[config.mk]
export PLATFORM = sky130hd
export DESIGN_NAME = sdram_ar_ctrl
export DESIGN_NICKNAME = d
export VERILOG_FILES = /design/src/rtl/sdram_pkg.sv /design/src/rtl/sdram_ar_timer.sv /design/src/rtl/sdram_ar_ctrl.sv
export SDC_FILE = /design/constraint.sdc
export NUM_CORES = 1
export LEC_CHECK = 0
export CORE_MARGIN = 1.5
export CORE_UTILIZATION = 51
export CTS_CLUSTER_DIAMETER = 50
export CTS_CLUSTER_SIZE = 40
export DETAILED_ROUTE_END_ITERATION = 10
export GPL_ROUTABILITY_DRIVEN = 1
export HOLD_SLACK_MARGIN = 0.12
export PLACE_DENSITY = 0.85
export SYNTH_ARGS = -nofsm -noshare
export SYNTH_HDL_FRONTEND = slang
export SYNTH_SLANG_ARGS = --single-unit
[constraint.sdc]
create_clock -name sys_clk -period 3.1 [get_ports sys_clk]
set_clock_uncertainty 0.1 [all_clocks]
set_input_delay 0.465 -clock sys_clk [delete_from_list [all_inputs] [get_ports sys_clk]]
set_output_delay 0.465 -clock sys_clk [all_outputs]
set_load 0.02 [all_outputs]
[src/rtl/sdram_pkg.sv]
// Shared SDRAM definitions: command encodings used by the init, read/write
// and refresh blocks, plus the auto-refresh FSM state type.
package sdram_pkg;

  // Command bus payload, bit order {cs_n, ras_n, cas_n, we_n}
  typedef struct packed {
    logic cs_n;
    logic ras_n;
    logic cas_n;
    logic we_n;
  } sdram_cmd_t;

  localparam sdram_cmd_t CMD_NOP         = 4'b0111;
  localparam sdram_cmd_t CMD_PRECHARGE   = 4'b0010;
  localparam sdram_cmd_t CMD_AUTOREFRESH = 4'b0001;

  typedef enum logic [2:0] {
    AR_IDLE,
    AR_PRECHARGE,
    AR_WAIT_TRP,
    AR_AUTOREFRESH,
    AR_WAIT_TRFC,
    AR_END
  } ar_state_t;

endpackage

[src/rtl/sdram_ar_timer.sv]
// Refresh interval timer and refresh-debt bookkeeping.
// Ports:
//   sys_clk, sys_rst_n : clock, synchronous active-low reset
//   init_done          : timer runs only while high; low clears counter and debt
//   dec                : one refresh issued this cycle (from the FSM)
//   debt               : registered outstanding refresh count
//   debt_nxt_c         : next-state debt (combinational), for registered flags
//   overflow           : sticky, a tick arrived while debt was saturated
module sdram_ar_timer #(
  parameter int unsigned REF_INTERVAL = 1540,
  parameter int unsigned MAX_DEBT     = 8,
  parameter int unsigned DEBT_W       = $clog2(MAX_DEBT + 1)
) (
  input  logic              sys_clk,
  input  logic              sys_rst_n,
  input  logic              init_done,
  input  logic              dec,
  output logic [DEBT_W-1:0] debt,
  output logic [DEBT_W-1:0] debt_nxt_c,
  output logic              overflow
);

  localparam int unsigned        CNT_W    = (REF_INTERVAL > 1) ? $clog2(REF_INTERVAL) : 1;
  localparam logic [CNT_W-1:0]   CNT_LAST = CNT_W'(REF_INTERVAL - 1);
  localparam logic [DEBT_W-1:0]  DEBT_MAX = DEBT_W'(MAX_DEBT);

  logic [CNT_W-1:0]  cnt_q,  cnt_d;
  logic [DEBT_W-1:0] debt_q, debt_d;
  logic              ovf_q,  ovf_d;
  logic              tick_c;

  // Interval count, tick, saturating debt and sticky overflow
  always_comb begin
    cnt_d  = cnt_q;
    debt_d = debt_q;
    ovf_d  = ovf_q;
    tick_c = init_done && (cnt_q == CNT_LAST);
    if (!init_done) begin
      cnt_d  = '0;
      debt_d = '0;
    end else begin
      cnt_d = tick_c ? '0 : cnt_q + CNT_W'(1);
      // A tick and an issue in the same cycle cancel out
      if (tick_c && !dec) begin
        if (debt_q == DEBT_MAX) ovf_d = 1'b1;
        else                    debt_d = debt_q + DEBT_W'(1);
      end else if (dec && !tick_c && (debt_q != '0)) begin
        debt_d = debt_q - DEBT_W'(1);
      end
    end
  end

  always_ff @(posedge sys_clk) begin
    if (!sys_rst_n) begin
      cnt_q  <= '0;
      debt_q <= '0;
      ovf_q  <= 1'b0;
    end else begin
      cnt_q  <= cnt_d;
      debt_q <= debt_d;
      ovf_q  <= ovf_d;
    end
  end

  assign debt       = debt_q;
  assign debt_nxt_c = debt_d;
  assign overflow   = ovf_q;

endmodule

[src/rtl/sdram_ar_ctrl.sv]
// SDRAM auto-refresh controller: accumulates refresh debt, and when granted
// issues PRECHARGE-all followed by a burst of AUTO REFRESH commands.
// Ports:
//   sys_clk, sys_rst_n : clock, synchronous active-low reset
//   init_done          : SDRAM initialised; low abandons service and clears debt
//   ar_en              : arbiter grant, sampled only in IDLE
//   ar_req, ar_urgent  : refresh wanted / postponement limit near (IDLE only)
//   ar_end             : one-cycle pulse when the bus is released
//   ar_cmdo, ar_bao, ar_addro : SDRAM command, bank and address (all ones)
//   ar_debt, ar_overflow      : outstanding refreshes, sticky saturation flag
module sdram_ar_ctrl
  import sdram_pkg::*;
#(
  parameter int unsigned REF_INTERVAL = 1540,
  parameter int unsigned TRP_CYC      = 2,
  parameter int unsigned TRFC_CYC     = 7,
  parameter int unsigned BURST_MAX    = 2,
  parameter int unsigned MAX_DEBT     = 8,
  parameter int unsigned URGENT_LVL   = 6,
  parameter int unsigned BA_W         = 2,
  parameter int unsigned ADDR_W       = 12
) (
  input  logic                             sys_clk,
  input  logic                             sys_rst_n,
  input  logic                             init_done,
  input  logic                             ar_en,
  output logic                             ar_req,
  output logic                             ar_urgent,
  output logic                             ar_end,
  output logic [3:0]                       ar_cmdo,
  output logic [BA_W-1:0]                  ar_bao,
  output logic [ADDR_W-1:0]                ar_addro,
  output logic [$clog2(MAX_DEBT + 1)-1:0]  ar_debt,
  output logic                             ar_overflow
);

  localparam int unsigned DEBT_W   = $clog2(MAX_DEBT + 1);
  localparam int unsigned WAIT_MAX = (TRP_CYC > TRFC_CYC) ? TRP_CYC : TRFC_CYC;
  localparam int unsigned WAIT_W   = (WAIT_MAX > 0) ? $clog2(WAIT_MAX + 1) : 1;
  localparam int unsigned BURST_W  = $clog2(BURST_MAX + 1);

  ar_state_t           state_q, state_d;
  logic [WAIT_W-1:0]   wait_q,  wait_d;
  logic [BURST_W-1:0]  burst_q, burst_d;
  sdram_cmd_t          cmd_q,   cmd_d;
  logic                end_q,   end_d;
  logic                req_q,   req_d;
  logic                urgent_q, urgent_d;
  logic                dec_c;
  logic [DEBT_W-1:0]   debt, debt_nxt_c;

  sdram_ar_timer #(
    .REF_INTERVAL (REF_INTERVAL),
    .MAX_DEBT     (MAX_DEBT),
    .DEBT_W       (DEBT_W)
  ) u_timer (
    .sys_clk    (sys_clk),
    .sys_rst_n  (sys_rst_n),
    .init_done  (init_done),
    .dec        (dec_c),
    .debt       (debt),
    .debt_nxt_c (debt_nxt_c),
    .overflow   (ar_overflow)
  );

  // Next state, wait/burst counters and the command for the following cycle
  always_comb begin
    state_d = state_q;
    wait_d  = '0;
    burst_d = burst_q;
    cmd_d   = CMD_NOP;
    end_d   = 1'b0;
    dec_c   = 1'b0;
    case (state_q)
      AR_IDLE: begin
        burst_d = '0;
        if (ar_en && (debt != '0)) state_d = AR_PRECHARGE;
      end
      AR_PRECHARGE: begin
        cmd_d   = CMD_PRECHARGE;
        state_d = AR_WAIT_TRP;
      end
      AR_WAIT_TRP: begin
        if (wait_q == WAIT_W'(TRP_CYC)) state_d = AR_AUTOREFRESH;
        else                            wait_d  = wait_q + WAIT_W'(1);
      end
      AR_AUTOREFRESH: begin
        cmd_d   = CMD_AUTOREFRESH;
        dec_c   = 1'b1;
        burst_d = burst_q + BURST_W'(1);
        state_d = AR_WAIT_TRFC;
      end
      AR_WAIT_TRFC: begin
        // Keep refreshing while the burst allows and debt remains
        if (wait_q == WAIT_W'(TRFC_CYC)) begin
          if ((burst_q < BURST_W'(BURST_MAX)) && (debt != '0)) state_d = AR_AUTOREFRESH;
          else                                                 state_d = AR_END;
        end else begin
          wait_d = wait_q + WAIT_W'(1);
        end
      end
      AR_END: begin
        end_d   = 1'b1;
        state_d = AR_IDLE;
      end
      default: state_d = AR_IDLE;
    endcase
    // Losing init abandons any service silently
    if (!init_done) begin
      state_d = AR_IDLE;
      wait_d  = '0;
      burst_d = '0;
      cmd_d   = CMD_NOP;
      end_d   = 1'b0;
      dec_c   = 1'b0;
    end
    req_d    = init_done && (state_d == AR_IDLE) && (debt_nxt_c != '0);
    urgent_d = init_done && (state_d == AR_IDLE) && (debt_nxt_c >= DEBT_W'(URGENT_LVL));
  end

  always_ff @(posedge sys_clk) begin
    if (!sys_rst_n) begin
      state_q  <= AR_IDLE;
      wait_q   <= '0;
      burst_q  <= '0;
      cmd_q    <= CMD_NOP;
      end_q    <= 1'b0;
      req_q    <= 1'b0;
      urgent_q <= 1'b0;
    end else begin
      state_q  <= state_d;
      wait_q   <= wait_d;
      burst_q  <= burst_d;
      cmd_q    <= cmd_d;
      end_q    <= end_d;
      req_q    <= req_d;
      urgent_q <= urgent_d;
    end
  end

  assign ar_req    = req_q;
  assign ar_urgent = urgent_q;
  assign ar_end    = end_q;
  assign ar_cmdo   = cmd_q;
  assign ar_debt   = debt;
  assign ar_bao    = '1;
  assign ar_addro  = '1;

endmodule

==> run_results.csv <==
group,metric,value,unit
run,maxCapViolCount,0,
setup_path,worstSetupStartpointType,"primary input",
clock_network,clockRootBuffer,"clkbuf_4",
timing,fin_crit,2513,ps
setup_path,critPathKind,"in2reg",
floorplan,die_area,3545,sq um
logic_synthesis,synth_common_cells,"30 x dfxtp_1, 29 x nor2_1, 16 x nand2_1",
floorplan,design.core.area,3053,sq um
global_routing,overflow,0,
min_path,holdCritPathClass,"reg2reg",
floorplan,rows,20,
power,p_leak,0.6461,nW
timing,rsz0062_at_grt,"no",
clock_network,cts_buffer_depth,2,
place,place_congestion,0.8355,
finish,antenna_cells,0,
routing,ant_nets,0,
logic_synthesis,ys_seq_elements,30,
finish,final_cell_count_no_fill,254,
place,dp_hpwl,2052,microns
logic_synthesis,syn-cell-area,1630,sq um
logic_synthesis,synth-main-ff-cell,"dfxtp_1",
logic_synthesis,synth_area_leaders,"dfxtp_1 37%, buf_4 6.9%, nor2_1 6.7%",
finish,fin_area,1809,sq um
min_path,hold_start,"wait_q[0]",
logic_synthesis,ys_warn_count,0,
global_routing,grt.total_usage,18.44,%
global_routing,grt_pass1_vias,1170,
timing,max_freq,0.3980,GHz
clock_network,cts_resized,0,
floorplan,dieWidth,59.54,microns
timing,fin_crit_sh,81.06,%
routing,firstDrtPassIters,4,
outcome,status,"finished clean",
finish,area_growth,10.97,%
place,dpl.cell_count,246,
logic_synthesis,synth_top_cell_area_share,36.84,%
place,post_dp_cell_area,1745,sq um
clock_network,clock_sinks,30,
logic_synthesis,netlist_instances,195,
routing,drt_iter0_markers,30,
clock_network,cts_tree,"done",
clock_network,cts_max_level,2,
setup_path,required,3190,ps
routing,wire_per_inst,11.15,microns
clock_network,postCtsSetupBuffers,0,
logic_synthesis,yosysTopAreaCell,"dfxtp_1",
logic_synthesis,synth_edf_count,0,
place,io_buffers,14,
timing,tns,0,ps
logic_synthesis,yosysMostFrequentCell,"dfxtp_1",
global_routing,grt_antenna_before_repair,0,
timing,final-hold-violation-count,0,
setup_path,regToRegStartpoint,"u_timer.debt[0]",
floorplan,ios,30,
clock_network,cts_buffers,5,
logic_synthesis,syn_avg_cell_area,8.361,sq um
logic_synthesis,ys_seq_area_share,36.84,%
logic_synthesis,synth-async-reset-ratio,0,%
finish,fillers,287,
power,vdd_drop_max,266.5,uV
setup_path,crit_path_max_fanout,9,
clock_network,ctsHoldBuffers,0,
setup_path,worstSetupStartpoint,"init_done",
finish,layout.nets,219,
setup_path,cp-end-kind,"flop",
routing,avgViaCountPerCell,5.146,
global_routing,grt_max_degree,16,
setup_path,path_cells,"clkdlybuf4s50_1, or3b_1, or3_1, nand2_1, o32ai_1, a311oi_2, a41oi_1",
floorplan,fp.dieH,59.54,microns
timing,slew_violations,0,
routing,route.detailed.drc,0,
power,power.density,368.4,nW/um^2
clock_network,clkSlewWorstSetupHoldPaths,100,ps
global_routing,grt_pass1_wl,4933,microns
routing,num_vias,1307,
setup_path,cpPeakStageDelay,530,ps
routing,wl,2831,microns
setup_path,arrival,2610,ps
clock_network,clkLatencyLatePin,320,ps
setup_path,critPathSlowestCell,"or3_1",
finish,layout-drive-gt1-share,8.571,%
floorplan,start_util,53.40,%
timing,setup_viol,0,
logic_synthesis,ys_types,44,
## report_power, final
group	total, mW	switching [mW]	internal, mW
Clock	0.245	0.136	0.109
Combinational	0.0344	0.0264	0.00793
Sequential	0.387	0.000910	0.386
Total	0.667	0.163	0.503
## layout make-up
type | instances | area, sq um | share of cell area, %
inverter | 8 | 30.03 | 1.660
tap | 44 | 55.05 | 3.043
clock inverter | 2 | 12.51 | 0.6916
clock buffer | 6 | 51.30 | 2.835
timing repair buffer | 17 | 162.7 | 8.990
multi-input combinational | 147 | 897.1 | 49.58
sequential | 30 | 600.6 | 33.19
## worst max-delay path, delay by kind of cell
| kind | cells | cell delay, ps |
|---|---|---|
| AND/OR/NAND/NOR | 3 | 1080 |
| AO/OA/AOI/OAI | 3 | 580 |
| buffers and inverters | 1 | 480 |
## path summary, 6_finish.rpt
check	endpoint	slack (ps)	depth (start not counted)
max reg2reg	ar_urgent	690	8
max	ar_req	590	7
min	wait_q[0]	350	1
min reg2reg	wait_q[0]	350	1
## cell usage in the layout (no fill, tap or decap), types with 2 or more instances in the layout
master and instances:
a21oi_1 10, a41oi_1 2, and3_1 3, buf_4 3, clkbuf_4 5, clkdlybuf4s50_1 14
conb_1 15, dfxtp_1 30, ha_1 6, inv_1 8, mux2i_1 2, nand2_1 16
nand2b_1 3, nand3_1 7, nand3b_1 2, nand4_1 3, nor2_1 29, nor2b_1 4
nor3_1 4, o21ai_0 6, or3_1 2, xnor2_1 9, xor2_1 4
## metrics by stage
stage	setup slack [ps]	hold slack [ps]	util (%)	power, mW
CTS	598.3	352.1	59.26	0.6719
global placement	327.4	331.0	57.17	0.4298
floorplan	752.9	317.3	-	0.4358
global route	509.5	411.6	59.26	0.6934
finish	587.1	351.2	59.26	0.6665
detailed placement	275.8	337.7	57.17	0.4301
## per-layer routing
layer / track usage, % / vias up / part of all wire (%)
li1: - / 662 / -
met1: 22.84 / 602 / 48
met2: 29.36 / 35 / 46
met3: 5.459 / 8 / 4.1
met4: 8.571 / 0 / 2.0
met5: 0 / - / 0
## state kept, by name, indices dropped and copies added, names as in the netlist
register / count
u_timer.debt: 4
wait_q: 3
ar_end: 1
burst_q: 2
u_timer.cnt_q: 11
ar_urgent: 1
u_timer.overflow: 1
ar_cmdo: 3
ar_req: 1
state_q: 3
## cell families after synthesis
group / count (synthesis) / synth area share [%]
flip-flops: 30 / 36.84
other: 2 / 0.4606
AO/OA/AOI/OAI: 28 / 12.20
buffers and inverters: 31 / 11.13
XOR/XNOR: 13 / 6.984
AND/OR/NAND/NOR: 83 / 26.55
multiplexers: 2 / 1.228
adder cells (fa/ha/maj): 6 / 4.605
No activity file was read; power rests on OpenSTA's default activity.
==> variant: new RTL, same flow settings <==
`MAX_DEBT` is set to 8 in 2 places; all go to 4.
--- a/src/rtl/sdram_ar_timer.sv
+++ b/src/rtl/sdram_ar_timer.sv
@@ -8,7 +8,7 @@
 //   overflow           : sticky, a tick arrived while debt was saturated
 module sdram_ar_timer #(
   parameter int unsigned REF_INTERVAL = 1540,
-  parameter int unsigned MAX_DEBT     = 8,
+  parameter int unsigned MAX_DEBT     = 4,
   parameter int unsigned DEBT_W       = $clog2(MAX_DEBT + 1)
 ) (
   input  logic              sys_clk,
--- a/src/rtl/sdram_ar_ctrl.sv
+++ b/src/rtl/sdram_ar_ctrl.sv
@@ -15,7 +15,7 @@
   parameter int unsigned TRP_CYC      = 2,
   parameter int unsigned TRFC_CYC     = 7,
   parameter int unsigned BURST_MAX    = 2,
-  parameter int unsigned MAX_DEBT     = 8,
+  parameter int unsigned MAX_DEBT     = 4,
   parameter int unsigned URGENT_LVL   = 6,
   parameter int unsigned BA_W         = 2,
   parameter int unsigned ADDR_W       = 12
Ports: changed (resized ar_debt); port bits go from 30 to 29. No check against the original RTL was run, so the function may have changed too.
==> variant against the original RTL <==
  * The flow now finishes with violations (design-rule violations)
  * Sequential cell count is 1 lower
  * Register-to-register slack better by 320 ps
  * Worst setup slack better by 240 ps
  * Area after synthesis is 5.8% lower
  * Routed wire length is 3.7% lower
  * Cell area is 7.3% lower
  * Critical path depth is 1 lower
  * Maximum frequency is 11% higher
  * Combinational power is 7.8% lower
  * Worst hold slack worse by 7.8 ps
  * Power is 4.6% lower
  * Sequential power is 3% lower
  * Largest cell class unchanged
  * Highest routed layer unchanged
==> variant: results <==
{
  "antenna-diode-count": 0,
  "ir_worst_vdd_uv": 307,
  "ys_warn_count": 0,
  "nNetsFinal": 200,
  "first_global_vias": 1070,
  "critPathTopFamily": "buffers and inverters",
  "drt_iter0_markers": 37,
  "post-cts-setup-buffers": 0,
  "arrival_ps": 2430,
  "cts_resized": 0,
  "violations": "design-rule violations",
  "dp_cells": 213,
  "ctsLongestPathBuffers": 2,
  "largest_register": "u_timer.cnt_q",
  "met3_usage_pct": 4.91,
  "antenna_found_initial": 0,
  "power_leakage_nw": 0.684,
  "yosysUniqueCellTypes": 41,
  "grtUsageTotal_pct": 18.4,
  "yosys-top-cells-area": "dfxtp_1 38%, buf_4 7.8%, nor2_1 6.8%",
  "layout-drive-gt1-share_pct": 8.99,
  "ctsHtreeMaxLevel": 2,
  "synth_commonest_cells": "29 x dfxtp_1, 28 x nor2_1, 16 x buf_4",
  "status": "complete, but fails checks",
  "grt_pass1_wl_mm": 4.60,
  "cpPeakStageDelay_ps": 640,
  "detailedRoute.firstPassIterationCount": 7,
  "root_buffer": "clkbuf_4",
  "synth.avg_cell_area_um2": 8.78,
  "crit_slowest_cell": "clkdlybuf4s50_1",
  "grt.met1_usage_pct": 22.4,
  "largest_register_ffs": 11,
  "min_path_type": "flop to flop",
  "viasPerCell": 5.29,
  "grt_start_max_net_pins": 15,
  "yosysSeqAreaShare_pct": 37.8,
  "routed_wl_mm": 2.73,
  "clk_pin_slew_ps": 80,
  "grt_use_met2_pct": 27.6,
  "globalplace.congestion": 0.843,
  "clkLatencyLatePin_ps": 330,
  "io_buffer_count": 13,
  "vias": 1164,
  "drc": 2,
  "ys_async_sr_fraction_pct": 0,
  "dp_hpwl_mm": 2.02
}
[variant: changes by cell type after synthesis, sizes merged, moves of 2 or more]
cell / change
nor3: -2
nand2: -3
a221o: +2
a21oi: -7
clkbuf: -3
a31oi: +2
xnor2: -4
mux2i: +3
a41oi: -3
[variant: logic make-up after synthesis]
| kind of cell | share of synthesized area (%) |
|---|---|
| AND/OR/NAND/NOR | 27.5 |
| adder cells (fa/ha/maj) | 5.70 |
| XOR/XNOR | 5.70 |
| flip-flops | 37.8 |
| AO/OA/AOI/OAI | 8.55 |
| multiplexers | 3.99 |
| other | 0.489 |
| buffers and inverters | 10.3 |
[variant: metal layers]
layer  vias up  routed length [µm]  share of wire (%)
li1        592                   -                  -
met1       525                1260                 46
met2        40                1250                 46
met3         7                 136                5.0
met4         0                  77                2.8
met5         -                   0                  0
[variant: area by class of cell]
class                      count  area [µm²]
fill                         247        1130
multi-input combinational    133         847
sequential                    29         581
timing repair buffer          13         130
clock buffer                   7        55.1
tap                           31        38.8
inverter                       7        26.3
[variant: worst paths after layout]
check	start	end	slack, ps	depth (start not counted)
worst max-delay path	init_done	ar_req	830	6
worst min-delay path	wait_q[0]	wait_q[0]	340	1
worst max register to register	u_timer.debt[0]	ar_req	1010	7
worst min register to register	wait_q[0]	wait_q[0]	340	1
[variant: report_power, final]
| group | internal [mW] | switching [mW] | total [mW] |
|---|---|---|---|
| clock network | 0.107 | 0.123 | 0.230 |
| registers | 0.373 | 0.00119 | 0.375 |
| logic | 0.00581 | 0.0259 | 0.0317 |
| total | 0.486 | 0.150 | 0.636 |
[variant: stage by stage]
stage               hold WS, ps  instance area, µm²  setup slack (ps)  util [%]
floorplan                   317                1590              1050         -
global placement            327                1620               556      57.9
detailed placement          336                1620               472      57.9
CTS                         348                1680               833      59.8
global route                381                1680               674      59.8
finish                      343                1680               829      59.8
[variant: worst register-to-register path: cells and delay by family, from the launching register on]
kind / cells / cell delay, ps
AOI/OAI and AO/OA: 2 / 320
adders and majority gates: 1 / 240
buffers and inverters: 1 / 90
DFF: 1 / 420
muxes: 1 / 150
and+or+nand+nor: 2 / 650
